File: src/rtl/bus_rw_arbiter.sv
// bus_rw_arbiter: round-robin arbiter and sequencer for two requesters sharing a tri-state register bus.
// Turnaround cycles keep the register and the master from driving the bus at the same time.
module bus_rw_arbiter #(
    parameter int WIDTH    = 8,
    parameter int TURN_CYC = 1
) (
    input  logic             clk,
    input  logic             rst_n,
    input  logic [1:0]       req,
    input  logic [1:0]       we,
    input  logic [WIDTH-1:0] wdata_a,
    input  logic [WIDTH-1:0] wdata_b,
    output logic [1:0]       ack,
    output logic [WIDTH-1:0] rdata,
    output logic             busy,
    output logic             bus_rnw,
    output logic             bus_oe,
    output logic [WIDTH-1:0] bus_dout,
    input  logic [WIDTH-1:0] bus_din
);
    typedef enum logic [1:0] {IDLE, RD, TA, WR} state_t;

    state_t           state, state_nx;
    logic             g, g_nx, last, last_nx;
    logic [1:0]       cnt, cnt_nx, ack_nx, valid;
    logic [WIDTH-1:0] dout_nx, rdata_nx;

    // A requester is ignored while its own ack is high, so a held req counts as a new request only afterwards.
    assign valid = req & ~ack;

    always_comb begin
        state_nx = state;
        g_nx     = g;
        last_nx  = last;
        cnt_nx   = cnt;
        ack_nx   = '0;
        dout_nx  = bus_dout;
        rdata_nx = rdata;
        case (state)
            IDLE: if (|valid) begin
                g_nx     = (&valid) ? ~last : valid[1];
                last_nx  = g_nx;
                state_nx = we[g_nx] ? TA : RD;
                cnt_nx   = 2'(TURN_CYC - 1);
            end
            RD: begin
                rdata_nx  = bus_din;
                ack_nx[g] = 1'b1;
                state_nx  = IDLE;
            end
            TA: if (cnt == '0) begin
                state_nx = WR;
                dout_nx  = g ? wdata_b : wdata_a;
            end else begin
                cnt_nx = cnt - 2'd1;
            end
            WR: begin
                ack_nx[g] = 1'b1;
                // Chain a pending write from the other side so the register never drives between writes.
                if (valid[~g] && we[~g]) begin
                    g_nx    = ~g;
                    last_nx = ~g;
                    dout_nx = g ? wdata_a : wdata_b;
                end else begin
                    state_nx = IDLE;
                end
            end
        endcase
    end

    always_ff @(posedge clk or negedge rst_n) begin
        if (!rst_n) begin
            state    <= IDLE;
            g        <= 1'b0;
            last     <= 1'b1;
            cnt      <= '0;
            ack      <= '0;
            rdata    <= '0;
            busy     <= 1'b0;
            bus_rnw  <= 1'b1;
            bus_oe   <= 1'b0;
            bus_dout <= '0;
        end else begin
            state    <= state_nx;
            g        <= g_nx;
            last     <= last_nx;
            cnt      <= cnt_nx;
            ack      <= ack_nx;
            rdata    <= rdata_nx;
            busy     <= state_nx != IDLE;
            bus_rnw  <= !(state_nx == TA || state_nx == WR);
            bus_oe   <= state_nx == WR;
            bus_dout <= dout_nx;
        end
    end
endmodule

File: config.mk
export PLATFORM = sky130hd
export DESIGN_NAME = bus_rw_arbiter
export DESIGN_NICKNAME = d
export VERILOG_FILES = /design/src/rtl/bus_rw_arbiter.sv
export SDC_FILE = /design/constraint.sdc
export NUM_CORES = 1
export LEC_CHECK = 0
export ABC_CLOCK_PERIOD_IN_PS = 3400
export CAP_MARGIN = 20
export CORE_UTILIZATION = 42
export DETAILED_ROUTE_END_ITERATION = 7
export PLACE_DENSITY = 0.78
export SLEW_MARGIN = 0
export SYNTH_ARGS = -nofsm -noshare
export SYNTH_HDL_FRONTEND = slang
export SYNTH_SLANG_ARGS = --single-unit
export TNS_END_PERCENT = 30
File: constraint.sdc
create_clock -name clk -period 3.4 [get_ports clk]
set_input_delay 0.68 -clock clk [delete_from_list [all_inputs] [get_ports clk]]
set_output_delay 0.68 -clock clk [all_outputs]
set_load 0.01 [all_outputs]
# ---- Yosys cells after proc, flatten, opt, wreduce, memory -nomap -nowiden
# Cells that the tools add are included.
dict set report word_totals {
  inputBits 30
  regBits 27
  out_inout_bits 21
  elab_cells 70
}
dict set report op_classes {
  muxes 26
  addsub 1
  bitwise_logic 4
  eq_ne 9
  reduce_logical 16
  n_lt_le_gt_ge 4
}
# op n
set ops {}
lappend ops {{8-bit 2-to-1 mux} 4}
lappend ops {{8-bit one-hot mux with 2 select lines} 1}
lappend ops {{2-bit 2-to-1 mux} 7}
lappend ops {{1-bit 2-to-1 mux} 10}
lappend ops {{3-bit AND reduction} 3}
lappend ops {{2-bit == test, second input constant} 4}
lappend ops {{2-bit inequality test, second input constant} 4}
lappend ops {{2-bit one-hot mux with 4 select lines} 1}
lappend ops {{2-bit nonzero test} 4}
lappend ops {{1-bit by 2-bit less-than comparator with 1-bit output, second input constant} 3}
lappend ops {{2-bit zero test} 2}
lappend ops {{2-bit one-hot mux with 2 select lines} 1}
lappend ops {{2-bit OR reduction} 2}
lappend ops {{2-bit bitwise AND} 1}
lappend ops {{2-bit by 1-bit == test with 1-bit output, second input constant} 1}
lappend ops {{1-bit logical AND} 2}
lappend ops {{1-bit NOT} 2}
lappend ops {{2-bit NOT} 1}
lappend ops {{1-bit one-hot mux with 2 select lines} 1}
lappend ops {{2-bit AND reduction} 1}
lappend ops {{2-bit by 1-bit subtractor with 2-bit output, second input constant} 1}
lappend ops {{1-bit demux with 1-bit select} 1}
lappend ops {{1-bit greater-or-equal comparator, second input constant} 1}
lappend ops {{1-bit zero test} 1}
lappend ops {{1-bit logical OR} 1}

# ---- Depth between registers and ports, before layout
# Gate-level depths: netlist of the first run.
dict set report depth {
  ltp_word 12
  mapped_depth 7
  mapped_depth_nobuf 6
}

# ---- Worst setup path after synthesis of the first run
# No wires, ideal clock.
dict set report synth_path {
  kind {input port to flip-flop}
  start {input req[0]}
  end {register g}
  arrival_time_ps 1384
  path_slack_ps 1885
  t_required_ps 3268
  path_buffers 0
  path_stages 4
  cell_sequence {nand2b_1 -> a211oi_1 -> a21boi_0 -> a211oi_1}
}
dict set report synth_via {
  elab_chain_cells 6
  word_cells_on_any_way 12
  cone_classes {eq/ne (2); mux (5); bitwise (1); reduce/logical (4)}
}
# item line_no
set synth_rtl {}
lappend synth_rtl {{from (decl)} 9} ;# input logic [1:0] req,
lappend synth_rtl {{2-bit bitwise AND *} 29} ;# assign valid = req & ~ack;
lappend synth_rtl {{1-bit 2-to-1 mux (not written as such) (2 in a row)} 60} ;# if (valid[~g] && we[~g]) begin
lappend synth_rtl {{1-bit logical AND} 60}
lappend synth_rtl {{2-bit inequality test (no line)} -}
lappend synth_rtl {{3-bit AND reduction (no line)} -}
lappend synth_rtl {{to (signal assigned)} 85} ;# g <= g_nx;
lappend synth_rtl {{to (decl)} 24} ;# logic g, g_nx, last, last_nx;
# Mark *: on every way between the ends. The rest lies on a longest branch, timed or not. The select of a mux whose other input is x is not followed.
# A chain may end at the register's enable or synchronous reset.

# ---- Worst setup path in the final report of the first run
dict set report layout_path {
  start {register bus_rnw}
  end {output bus_rnw}
}
# item line_no
set layout_lines {}
lappend layout_lines {{from (decl)} 16} ;# output logic bus_rnw,
lappend layout_lines {{from (signal assigned)} 91} ;# bus_rnw <= !(state_nx == TA || state_nx == WR);
# No word-level cell between the ends.

==> metrics, run 1 <==
fin cells 190; drt drc 5; top post-synthesis cells by count dfrtp_1, nor2_1, a21oi_1; hold depth 1; VDD IR max ~0.46 mV; Comb pwr share 0.526; Net Switching between 0.5 and 0.6 mW; first-pass GRT wire length 4.61 mm; unrepaired setup endpoints after global routing no; Least-Margin Pin Slew 0.468 ns; Clock power frac 0.092; Total Wirelength 2.71 mm; Layout fillers 215; initial core utilization 0.451; Via Count 982; sequential share of the synthesized area 0.536; dpl hpwl 2.06 mm; Yosys top cell area share 0.495; Final Util 0.649; crit path cell chain clkdlybuf4s50_1; worst clock skew 0.00178 ns; post-route ant nets 0; asr flop ratio synth 1.00; num rows 19; Syn Std Cell Area roughly 0.0013 mm2; register share of total power 0.382; fin crit period ~2.1 ns; setup bufs post-CTS 0; most numerous cell in the Yosys netlist dfrtp_1; initial antenna violation count 0; Net count, final 191; Leak Pwr ~0.74 nW; top cell type by total area after synthesis dfrtp_1; CTS tree built; Worst Path Buf+Inv 1; gr usage total 0.185; core box area 0.00281 mm2; Synth-to-Final Area Change 44.0%; post_cts resized 0; Cell Int Power just under 1 mW; arrival time worst endpoint 1.39 ns; crit-path max FO 1; vias in the first global route 1,040; Worst R2R Path Depth 4; Clock Sinks 27; clock-pin slew on the worst setup and hold paths around 0.15 ns; worst hold path endpoint rdata[1]; synth warn 0; root buf cell clkbuf_4; Die Height ~57 um; total CTS buffers 3; Cell Pwr Density 865 mW/mm2; port bufs 50; synth top area cells dfrtp_1, mux2_2, mux2i_1; r2r endpoint bus_dout[5]; largest net degree at the start of global routing 28; First-pass DRT Iterations 6; GRT Residual Overflow 0; Max stage delay on crit path 0.54 ns; FF-to-FF setup slack 1.71 ns; Worst EP required between 2 and 3 ns; endpoint type of the worst setup path output pin; fmax 0.483 GHz; clock latency on the worst-skew pair 0.33 ns; Synth Area per Inst roughly 12 um2; Hold Vio Cnt, Final 0; hold buffers post-CTS 0; max-cap violations 0; # IOs 51; die width 56.9 um; fraction of final layout cells sized beyond drive strength 1 0.145; DP Cell Count 186; Yosys reg bits 27; # setup viols final 0; cells after synthesis 107; CP max-delay cell dfstp_2; DR iter-0 viols 35; number of H-tree levels 1; setup TNS 0 ns; crit share post-route 0.609; delay-heaviest family, CP flip-flops; total power 1.58 mW; Post-synth EDFFs 0; die area 0.00324 mm2; Worst setup SP type flip-flop; vias per std cell 5.17; wire per inst roughly 14 um; Worst Hold Launch rdata[1]; fin. max-slew vios 0; Syn Nets approximately 140; violated checks DRC; worst hold path class reg -> reg; switch share 0.369; Worst Path Class, Setup reg -> out; ant diodes 0; GPL Wtd Cong 0.980; status finished, violations left; Reg2Reg Launch Point g; synth unique cells 32; Post-synth top flop dfrtp_1; Max Root-Sink Buffers 2; Slew headroom 0.688
-- layer usage --
| metal | wire length (um) | track usage |
|---|---|---|
| met1 | 1170 | 0.225 |
| met4 | 29 | 0.0627 |
| met3 | 179 | 0.0507 |
| met2 | 1330 | 0.313 |
| met5 | 0 | 0 |
-- stage by stage --
step	setup WS, ns	hold WS [ns]	instance area, um2
floorplan	1.88	0.384	1260
global placement	1.24	0.491	1790
detailed placement	1.16	0.496	1790
CTS	1.32	0.530	1820
global route	1.28	0.555	1820
finish	1.33	0.525	1820
-- power by group through the flow --
stage	Clock [mW]	Combinational [mW]	Sequential (mW)
global placement	0	0.813	0.601
finish	0.146	0.828	0.602
detailed placement	0	0.833	0.609
global route	0.163	0.899	0.624
floorplan	0	0.454	0.629
CTS	0.150	0.837	0.604
-- cells in the final DEF (no fill, tap or decap), drive strengths merged --
cell	count
a31o	1
mux2i	8
a21oi	9
nand3	1
nand2	4
nand3b	2
clkbuf	3
xor2	1
o22ai	1
mux2	8
nor2	13
a211oi	2
a21boi	2
dfrtp	25
and2	3
inv	4
a31oi	1
a22o	2
nand2b	3
nand4bb	1
nor3	3
clkinvlp	1
dfstp	2
clkdlybuf4s50	50
ha	1
nand4b	1
or2	1
nor2b	1
buf	1
o21ai	4
-- cell type report --
class | instances | area [um2] | area share
Clock buffer | 3 | 22.5 | 0.0124
Clock inverter | 1 | 7.51 | 0.00412
Inverter | 4 | 15.0 | 0.00824
Multi-Input combinational cell | 73 | 552 | 0.303
Sequential cell | 27 | 678 | 0.372
Tap cell | 31 | 38.8 | 0.0213
Timing Repair Buffer | 51 | 508 | 0.279
-- how the worst max path moves through the flow --
stage | to | depth (start not counted) | slack, ns | startpoint
after floorplan | g | 4 | 1.88 | req[0]
after global placement | g | 5 | 1.24 | req[0]
after detailed placement | g | 5 | 1.16 | req[0]
after CTS | bus_rnw | 1 | 1.32 | bus_rnw
after global routing | bus_rnw | 1 | 1.28 | bus_rnw
final | bus_rnw | 1 | 1.33 | bus_rnw
-- logic make-up after synthesis --
| kind of cell | count (synthesis) | synth area share |
|---|---|---|
| flip-flops | 27 | 0.536 |
| buffers and inverters | 7 | 0.0277 |
| XOR/XNOR | 1 | 0.0218 |
| AND/OR/NAND/NOR | 33 | 0.152 |
| multiplexers | 16 | 0.135 |
| adder cells (fa/ha/maj) | 1 | 0.00989 |
| AO/OA/AOI/OAI | 22 | 0.118 |
-- registers in the layout (all words and copies together), names as in the netlist --
signal,cells
bus_dout,8
rdata,8
ack,2
cnt,2
state,2
bus_oe,1
bus_rnw,1
busy,1
g,1
last,1
Note: power is estimated with default switching activity, not from simulation.
==> run 2: changes to the inputs <==
- ABC_CLOCK_PERIOD_IN_PS: 3400 -> 1800
- CORE_UTILIZATION: 42 -> 38
- PLACE_DENSITY: 0.78 -> 0.75
- clock period: 3.4 -> 1.8 ns (I/O delays scaled with it)
==> run 2 against run 1 <==
The flow now finishes without violations. Clock skew up 0.0034 ns. Register-to-register slack worse by 1.5 ns. Power up 96%. Sequential share of layout area down 1.3 points. Critical endpoint unchanged. Largest cell class unchanged. Largest power group unchanged.
==> metrics, run 2 (synthesis results as in run 1) <==
Clock power frac 0.088; Max Root-Sink Buffers 2; status completed; number of H-tree levels 1; clock-pin slew on the worst setup and hold paths 0.15 ns; Net Switching 1.12 mW; first-pass GRT wire length 4.39 mm; Reg2Reg Launch Point state[0]; crit-path max FO 1; die width 59.7 um; commonest non-fill, non-tap cell in the layout clkdlybuf4s50_1; Worst Setup SP bus_rnw; unrepaired setup endpoints after global routing no; Worst EP required 1.44 ns; ant diodes 0; fin cells 208; M3 GR Usage 0.0325; setup TNS 0 ns; Hold Vio Cnt, Final 0; CP max-delay cell dfstp_2; crit path cell chain clkdlybuf4s50_1; core box area 0.00310 mm2; Post-DP Area 0.00186 mm2; clock latency on the worst-skew pair 0.33 ns; arrival time worst endpoint around 1.4 ns; root buf cell clkbuf_4; worst clock skew 0.00515 ns; Cell Pwr Density 1640 mW/mm2; fraction of final layout cells sized beyond drive strength 1 0.171; Leak Pwr around 0.77 nW; num rows 20; fin. max-slew vios 0; gr usage total 0.166; crit path to bus_rnw; Worst setup SP type flip-flop; Least-Margin Pin Slew 0.401 ns; First-pass DRT Iterations 4; Max stage delay on crit path 0.54 ns; crit share post-route 0.971; Crit path depth 1; GR Util met2 0.292; total CTS buffers 3; wire per inst approximately 13 um; DR iter-0 viols 27; fin area between 0.0015 and 0.002 mm2; r2r endpoint bus_dout[4]; setup bufs post-CTS 0; pre-CTS setup slack -0.0467 ns; Worst Path Class, Setup reg -> out; delay-heaviest family, CP flip-flops; Clock Sinks 27; largest net degree at the start of global routing 28; VDD IR max 0.802 mV; FF-to-FF setup slack 0.22 ns; GPL Wtd Cong 0.909; worst hold path class in -> async; DP Cell Count 204; Most Used Layer, Global Route met2; Comb pwr share 0.552; post-route ant nets 0; register share of total power 0.360; Largest regs bus_dout: 8 flops, rdata: 8 flops; Worst R2R Path Depth 4; dpl hpwl 2.14 mm; most frequent cells in the layout clkdlybuf4s50_1, dfrtp_1, nor2_1; port bufs 50; Synth-to-Final Area Change 49.3%; Die Height 59.7 um; Total Wirelength 2.75 mm; Via Count 1,024; max-cap violations 0; fmax 0.572 GHz; # setup viols final 0; CTS tree built; vias in the first global route 1,003; initial core utilization 0.408; GRT Residual Overflow 0; fin crit period 1.75 ns; die area about 0.0036 mm2; initial antenna violation count 0; total power 3.09 mW; Worst Path Buf+Inv 1; switch share 0.364; # IOs 51; Net count, final 196; post_cts resized 0; met1 Use GR 0.199; Cell Int Power 1.96 mW; vias per std cell a little under 5; hold buffers post-CTS 0; Final WS setup roughly 0.053 ns; drt drc 0; endpoint type of the worst setup path output pin; Slew headroom 0.732
## run 2: cell count changes in the layout (fill, tap and decap cells not counted), sizes merged
cell,before,now
buf,1,6
## run 2: through the flow
step / utilization / hold WS (ns)
after global routing: 0.608 / 0.401
after floorplan: - / 0.0644
final: 0.608 / 0.369
after CTS: 0.608 / 0.379
after global placement: 0.599 / 0.490
after detailed placement: 0.599 / 0.497
## run 2: cell type report
type	count	area [um2]
Clock buffer	3	22.5
Clock inverter	1	7.51
Fill cell	271	1210
Inverter	4	15.0
Multi-Input combinational cell	73	552
Sequential cell	27	678
Tap cell	44	55.1
Timing Repair Buffer	56	558
## run 2: worst min-delay path by stage
| stage | cells past startpoint | slack (ns) | start | to |
|---|---|---|---|---|
| after floorplan | 0 | 0.06 | rst_n | ack[0] |
| after detailed placement | 1 | 0.50 | rdata[1] | rdata[1] |
| after global routing | 2 | 0.40 | rst_n | bus_dout[4] |
| after global placement | 1 | 0.49 | rdata[3] | rdata[3] |
| final | 2 | 0.37 | rst_n | bus_dout[4] |
| after CTS | 2 | 0.38 | rst_n | rdata[4] |
## run 2: routing by layer
metal,up-vias,part of all wire,routed length (um)
li1,486,-,-
met1,499,0.43,1180
met2,36,0.51,1390
met3,3,0.054,149
met4,0,0.011,30
met5,-,0,0
## run 2: power by group through the flow
stage / combinational (mW) / sequential (mW) / clock [mW]
3_3_place_gp: 1.67 / 1.11 / 0
3_5_place_dp: 1.72 / 1.13 / 0
6_report: 1.70 / 1.11 / 0.273
2_1_floorplan: 0.858 / 1.19 / 0
5_1_grt: 1.85 / 1.15 / 0.302
4_1_cts: 1.73 / 1.11 / 0.277
